[config.mk]
export PLATFORM = sky130hd
export DESIGN_NAME = ola_capture_control
export DESIGN_NICKNAME = d
export VERILOG_FILES = /design/src/rtl/ola_pkg.sv /design/src/rtl/ola_capture_pointer.sv /design/src/rtl/ola_capture_control.sv
export SDC_FILE = /design/constraint.sdc
export NUM_CORES = 1
export LEC_CHECK = 0
export ABC_AREA = 1
export CAP_MARGIN = 20
export CORE_UTILIZATION = 55
export CTS_CLUSTER_SIZE = 10
export DETAILED_ROUTE_END_ITERATION = 16
export HOLD_SLACK_MARGIN = 0.12
export PLACE_DENSITY = 0.87
export SLEW_MARGIN = 20
export SYNTH_ARGS = -nofsm -noshare
export SYNTH_HDL_FRONTEND = slang
export SYNTH_HIERARCHICAL = 1
export SYNTH_SLANG_ARGS = --single-unit
[constraint.sdc]
create_clock -name clock -period 2.9 [get_ports clock]
set_input_delay 0.58 -clock clock [delete_from_list [all_inputs] [get_ports clock]]
set_output_delay 0.58 -clock clock [all_outputs]
set_load 0.05 [all_outputs]
[src/rtl/ola_pkg.sv]
// Shared definitions for the logic-analyser capture path: capture state encoding.
package ola_pkg;

  typedef enum logic [2:0] {
    OLA_CAP_IDLE = 3'd0,
    OLA_CAP_PRE  = 3'd1,
    OLA_CAP_WAIT = 3'd2,
    OLA_CAP_POST = 3'd3,
    OLA_CAP_DONE = 3'd4
  } ola_cap_state_t;

endpackage

[src/rtl/ola_capture_pointer.sv]
// Wrapping sample-memory write pointer with trigger/start address latch.
// start_addr is the trigger address minus the pre-trigger depth, modulo the ring size.
module ola_capture_pointer #(
  parameter int addr_width = 10
) (
  input  logic                  clock,
  input  logic                  reset,
  input  logic                  advance,
  input  logic                  latch_trigger,
  input  logic [addr_width-1:0] pre_offset,
  output logic [addr_width-1:0] wr_ptr,
  output logic [addr_width-1:0] trigger_addr,
  output logic [addr_width-1:0] start_addr
);

  always_ff @(posedge clock) begin
    if (reset) begin
      wr_ptr       <= '0;
      trigger_addr <= '0;
      start_addr   <= '0;
    end else begin
      if (advance) wr_ptr <= wr_ptr + 1'b1;
      if (latch_trigger) begin
        trigger_addr <= wr_ptr;
        start_addr   <= wr_ptr - pre_offset;
      end
    end
  end

endmodule

[src/rtl/ola_capture_control.sv]
// Capture sequencer: pre-trigger fill, trigger wait, post-trigger record, stop.
// Optional build macro OLA_CAPTURE_FORCE_EN adds the cfg_force software trigger.
//
// state | meaning
// IDLE  | no capture, no writes
// PRE   | filling the guaranteed pre-trigger history
// WAIT  | ring wraps freely, waiting for a trigger sample
// POST  | recording samples after the trigger
// DONE  | capture complete, addresses held for readout
module ola_capture_control
  import ola_pkg::*;
#(
  parameter int sample_width = 8,
  parameter int addr_width   = 10,
  parameter int count_width  = addr_width + 1
) (
  input  logic                    clock,
  input  logic                    reset,
  input  logic                    cfg_arm,
  input  logic                    cfg_abort,
  input  logic [count_width-1:0]  cfg_pre_count,
  input  logic [count_width-1:0]  cfg_post_count,
  input  logic                    in_valid,
  input  logic [sample_width-1:0] in_sample,
  input  logic                    in_trigger,
`ifdef OLA_CAPTURE_FORCE_EN
  input  logic                    cfg_force,
`endif
  output logic                    mem_write,
  output logic [addr_width-1:0]   mem_addr,
  output logic [sample_width-1:0] mem_data,
  output logic [2:0]              out_state,
  output logic                    out_busy,
  output logic                    out_done,
  output logic [addr_width-1:0]   out_trigger_addr,
  output logic [addr_width-1:0]   out_start_addr
);

  localparam logic [count_width-1:0] depth_m1 = count_width'((1 << addr_width) - 1);

  ola_cap_state_t state_q, state_d;
  logic [count_width-1:0] pre_clamp, post_room, post_clamp;
  logic [count_width-1:0] pre_lat, post_lat, pre_cnt, post_cnt;
  logic [addr_width-1:0]  wr_ptr;
  logic                   in_capture, take, hit, arm_go, force_now;

  // Post depth is limited by whatever ring space the pre history leaves.
  always_comb begin
    pre_clamp  = (cfg_pre_count > depth_m1) ? depth_m1 : cfg_pre_count;
    post_room  = depth_m1 - pre_clamp;
    post_clamp = (cfg_post_count > post_room) ? post_room : cfg_post_count;
  end

`ifdef OLA_CAPTURE_FORCE_EN
  logic force_pend_q;
  assign force_now = force_pend_q | cfg_force;

  always_ff @(posedge clock) begin
    if (reset) begin
      force_pend_q <= 1'b0;
    end else if (!(state_d inside {OLA_CAP_PRE, OLA_CAP_WAIT})) begin
      force_pend_q <= 1'b0;
    end else if (cfg_force && (state_q inside {OLA_CAP_PRE, OLA_CAP_WAIT})) begin
      force_pend_q <= 1'b1;
    end
  end
`else
  assign force_now = 1'b0;
`endif

  always_comb begin
    state_d    = state_q;
    arm_go     = 1'b0;
    in_capture = state_q inside {OLA_CAP_PRE, OLA_CAP_WAIT, OLA_CAP_POST};
    take       = in_capture && in_valid && !cfg_abort;
    hit        = take && (state_q == OLA_CAP_WAIT) && (in_trigger || force_now);
    if (cfg_abort) begin
      state_d = OLA_CAP_IDLE;
    end else begin
      case (state_q)
        OLA_CAP_IDLE, OLA_CAP_DONE: begin
          if (cfg_arm) begin
            arm_go  = 1'b1;
            state_d = (pre_clamp == '0) ? OLA_CAP_WAIT : OLA_CAP_PRE;
          end
        end
        OLA_CAP_PRE:  if (take && (pre_cnt + 1'b1 == pre_lat)) state_d = OLA_CAP_WAIT;
        OLA_CAP_WAIT: if (hit) state_d = (post_lat == '0) ? OLA_CAP_DONE : OLA_CAP_POST;
        OLA_CAP_POST: if (take && (post_cnt == count_width'(1))) state_d = OLA_CAP_DONE;
        default:      state_d = OLA_CAP_IDLE;
      endcase
    end
  end

  always_ff @(posedge clock) begin
    if (reset) state_q <= OLA_CAP_IDLE;
    else       state_q <= state_d;
  end

  always_ff @(posedge clock) begin
    if (reset) begin
      mem_write <= 1'b0;
      mem_addr  <= '0;
      mem_data  <= '0;
      pre_lat   <= '0;
      post_lat  <= '0;
      pre_cnt   <= '0;
      post_cnt  <= '0;
    end else begin
      mem_write <= take;
      if (take) begin
        mem_addr <= wr_ptr;
        mem_data <= in_sample;
      end
      if (arm_go) begin
        pre_lat  <= pre_clamp;
        post_lat <= post_clamp;
        pre_cnt  <= '0;
      end else if (take && (state_q == OLA_CAP_PRE)) begin
        pre_cnt <= pre_cnt + 1'b1;
      end
      if (hit) post_cnt <= post_lat;
      else if (take && (state_q == OLA_CAP_POST)) post_cnt <= post_cnt - 1'b1;
    end
  end

  ola_capture_pointer #(.addr_width(addr_width)) u_pointer (
    .clock         (clock),
    .reset         (reset),
    .advance       (take),
    .latch_trigger (hit),
    .pre_offset    (pre_lat[addr_width-1:0]),
    .wr_ptr        (wr_ptr),
    .trigger_addr  (out_trigger_addr),
    .start_addr    (out_start_addr)
  );

  assign out_state = state_q;
  assign out_busy  = in_capture;
  assign out_done  = (state_q == OLA_CAP_DONE);

endmodule

==> flow_metrics.py <==
metrics = {
    "min_path": {
        "whs_path_depth": 2,
        "min_to": "pre_lat[10]$_SDFFE_PP0P_",
        "hp-class": "reg -> reg",
        "worstHoldStart": "pre_lat[10]$_SDFFE_PP0P_",
    },
    "clock_network": {
        "root_buffer": "clkbuf_8",
        "ctsHoldBuffers": 0,
        "cts_tree": "done",
        "clockBufferDepth": 2,
        "clock_latency_ps": 380,
        "cts_resized": 0,
        "cts.sinks": 96,
        "cts_buffers": 9,
        "h-tree-depth": 3,
        "post_cts.repair.setup_buffers": 0,
        "path_clk_slew_ps": 110,
    },
    "floorplanning": {
        "io_pins": 80,
        "start_util_pct": 57.7,
        "dieArea_sq_um": 10200,
        "num_rows": 35,
        "die_y_um": 101,
        "coreArea_sq_um": 9370,
        "fp.dieW_um": 101,
    },
    "logic_synthesis": {
        "synth-xor-area-share_pct": 1.94,
        "post_synth_instance_area_sq_um": 5410,
        "synthArstFlopShare_pct": 0,
        "syn_nets": 847,
        "synth_top_family_by_area": "simple AND/OR/NAND/NOR gates",
        "synthMuxAreaShare_pct": 0,
        "synth_cell_type_count": 46,
        "synth_ff_type": "dfxtp_1",
        "synth_fa_ha_area_share_pct": 5.69,
        "yosys.area_share.simple_pct": 32.6,
        "synth_edf_count": 0,
        "ys_seq_elements": 96,
        "ys_warn_count": 6,
        "yosysSeqAreaShare_pct": 35.5,
        "synth-compound-area-share_pct": 14.2,
        "postSynthAreaPerCell_sq_um": 6.88,
        "syn_inst": 787,
    },
    "setup_path": {
        "cp-start-kind": "flop",
        "rr_worst_depth": 12,
        "cp-end-kind": "primary output",
        "path_class": "reg -> out",
        "reg2reg_to": "out_state[0]$_SDFFE_PP0P_",
        "r2r_start": "pre_cnt[0]$_SDFFE_PP0P_",
        "path_max_fanout": 6,
        "cp.required_ps": 2320,
        "r2r_setup_slack_ps": 730,
        "arrival_ps": 2090,
    },
    "timing": {
        "fin_crit_ps": 2670,
        "finalClockSkew_ps": 18.6,
        "period_share_pct": 92.2,
        "worstMarginPinSlew_ps": 741,
        "setup_viol": 0,
        "final-hold-violation-count": 0,
        "final-max-slew-violation-count": 0,
        "max_slew_margin_pct": 50.6,
        "grt_setup_unrepaired": "no",
        "fmax_ghz": 0.374,
    },
    "final_layout": {
        "final_cells": 1002,
        "drive_gt1_share_pct": 9.28,
        "area_growth_pct": 21.5,
        "fillers": 795,
        "nets": 928,
        "multiInputGateArea_sq_um": 2950,
        "regArea_sq_um": 1920,
        "final_cell_area_sq_um": 6580,
        "num_antenna_cells": 0,
    },
    "placement": {
        "place_area_sq_um": 6370,
        "gp_congestion": 0.903,
        "portBuffers": 79,
        "hpwl_mm": 10.7,
        "dp.cells": 986,
    },
    "global_routing": {
        "grt_max_degree": 33,
        "grt_pass1_vias": 5113,
        "track_usage_pct": 28.9,
        "antenna_found_initial": 0,
        "grt_overflow_total": 0,
        "grt_pass1_wl_mm": 23.3,
    },
    "flow_run": {
        "max_cap_viol_count": 0,
    },
    "detailed_routing": {
        "drc_errors": 0,
        "wire_per_inst_um": 14.1,
        "routed_via_density": 5.41,
        "drtIter0Drc": 289,
        "first_pass_iters": 5,
        "wirelength_mm": 14.1,
        "via_count": 5425,
        "antenna_left": 0,
    },
    "power_and_ir_drop": {
        "ir_worst_vdd_mv": 0.286,
        "powerDensity_nw_per_um2": 420,
        "static-leakage-power_nw": 2.91,
    },
    "outcome": {
        "status": "completed",
    },
}
==> through the flow <==
step	TNS, ps	utilization (%)	total power, W	hold slack, ps	setup slack, ps
3_5_place_dp	-66.4	67.9	0.00188	459	-33.4
5_1_grt	0	70.2	0.00287	508	119
4_1_cts	0	70.2	0.00276	474	250
3_3_place_gp	0	67.9	0.00186	441	23.7
2_1_floorplan	0	-	0.00172	431	516
6_report	0	70.2	0.00276	477	225
==> cells in the mapped netlist, types with 2 or more instances <==
cell type	number	share of area (%)
nand2_1	143	9.9
nor2_1	131	9.1
inv_1	104	7.2
dfxtp_1	96	36
nand3_1	55	5.1
o21ai_0	48	4.4
a21oi_1	28	2.6
ha_1	23	5.3
o21ai_1	14	1.3
a21oi_2	10	1.6
buf_2	10	0.92
nor3_1	10	0.92
clkbuf_1	9	0.62
nand4_1	9	1.0
nor2_2	8	0.92
o22ai_1	8	0.92
xor2_1	8	1.3
inv_2	6	0.42
nand2_2	6	0.69
nand3_2	6	1.1
nor4_1	6	0.69
nor2_4	5	1.0
a211oi_1	4	0.55
a31oi_1	4	0.46
o211ai_1	4	0.55
xnor2_1	4	0.65
a22oi_1	3	0.42
a221oi_1	2	0.32
buf_1	2	0.14
buf_6	2	0.42
nand2_4	2	0.42
nand3b_1	2	0.28
nor3_4	2	0.60
==> layer usage <==
layer | track usage [%] | vias up | wire length, um | share of wire (%)
met2 | 49.8 | 215 | 6780 | 48
met3 | 3.59 | 39 | 862 | 6.1
met4 | 13.4 | 0 | 374 | 2.7
li1 | - | 2711 | - | -
met1 | 36.2 | 2460 | 6070 | 43
met5 | 0 | - | 0 | 0
==> power by group <==
group	switching (W)	total (W)	leakage, nW	internal (W)
Sequential	0.0000367	0.00139	0.777	0.00135
Clock	0.000558	0.000904	0.104	0.000346
Combinational	0.000286	0.000469	2.03	0.000183
Total	0.000881	0.00276	2.91	0.00188
==> registers in the layout, indices dropped and copies added (netlist names), 3 cells and up <==
signal,flops
mem_data,8
u_pointer/trigger_addr,10
pre_cnt,11
u_pointer/start_addr,10
post_cnt,11
u_pointer/wr_ptr,10
post_lat,11
mem_addr,10
pre_lat,11
out_state,3
==> layout by cell type (no fill, tap or decap), drive strengths merged <==
| cell | instances |
|---|---|
| xnor2 | 4 |
| o21ai | 62 |
| o22ai | 8 |
| dfxtp | 96 |
| a31oi | 4 |
| nand4 | 10 |
| inv | 113 |
| nor3 | 13 |
| a211oi | 4 |
| o221ai | 1 |
| xor2 | 8 |
| o211ai | 4 |
| a21oi | 38 |
| o21a | 1 |
| nand3 | 62 |
| a221oi | 2 |
| o31ai | 1 |
| buf | 15 |
| ha | 23 |
| clkinv | 6 |
| nand3b | 2 |
| clkdlybuf4s50 | 79 |
| conb | 1 |
| a21o | 1 |
| nor2 | 144 |
| o311ai | 1 |
| clkbuf | 9 |
| a22oi | 3 |
| nand2 | 151 |
| fa | 1 |
| nor4 | 6 |
==> layout make-up <==
type	count	area share (%)
clock buffer	9	1.88
clock inverter	7	1.31
inverter	112	6.43
multi-input combinational	555	44.8
sequential	96	29.2
tap	129	2.45
timing repair buffer	94	13.9
==> cells by family (layout without fill, tap and decap cells) <==
group                    Yosys count  after routing
AO/OA/AOI/OAI                    130            130
flip-flops                        96             96
AND/OR/NAND/NOR                  388            388
adder cells (fa/ha/maj)           24             24
buffers and inverters            136            222
other                              1              1
XOR/XNOR                          12             12
==> worst max-delay path by stage <==
| stage | endpoint | startpoint |
|---|---|---|
| 2_1_floorplan | post_lat[5]$_SDFFE_PP0P_ | cfg_pre_count[10] |
| 3_3_place_gp | post_lat[0]$_SDFFE_PP0P_ | cfg_pre_count[10] |
| 3_5_place_dp | post_lat[0]$_SDFFE_PP0P_ | cfg_pre_count[10] |
| 4_1_cts | out_done | out_state[1]$_SDFFE_PP0P_ |
| 5_1_grt | post_lat[5]$_SDFFE_PP0P_ | cfg_pre_count[10] |
| 6_report | out_done | out_state[1]$_SDFFE_PP0P_ |
==> worst max-delay path, cell delays in order, from the launching register on <==
cell	delay, ps
dfxtp_1	390
nor2_4	230
inv_2	90
nor2_1	160
clkdlybuf4s50_1	830
Power figures use the tool's default switching activity.
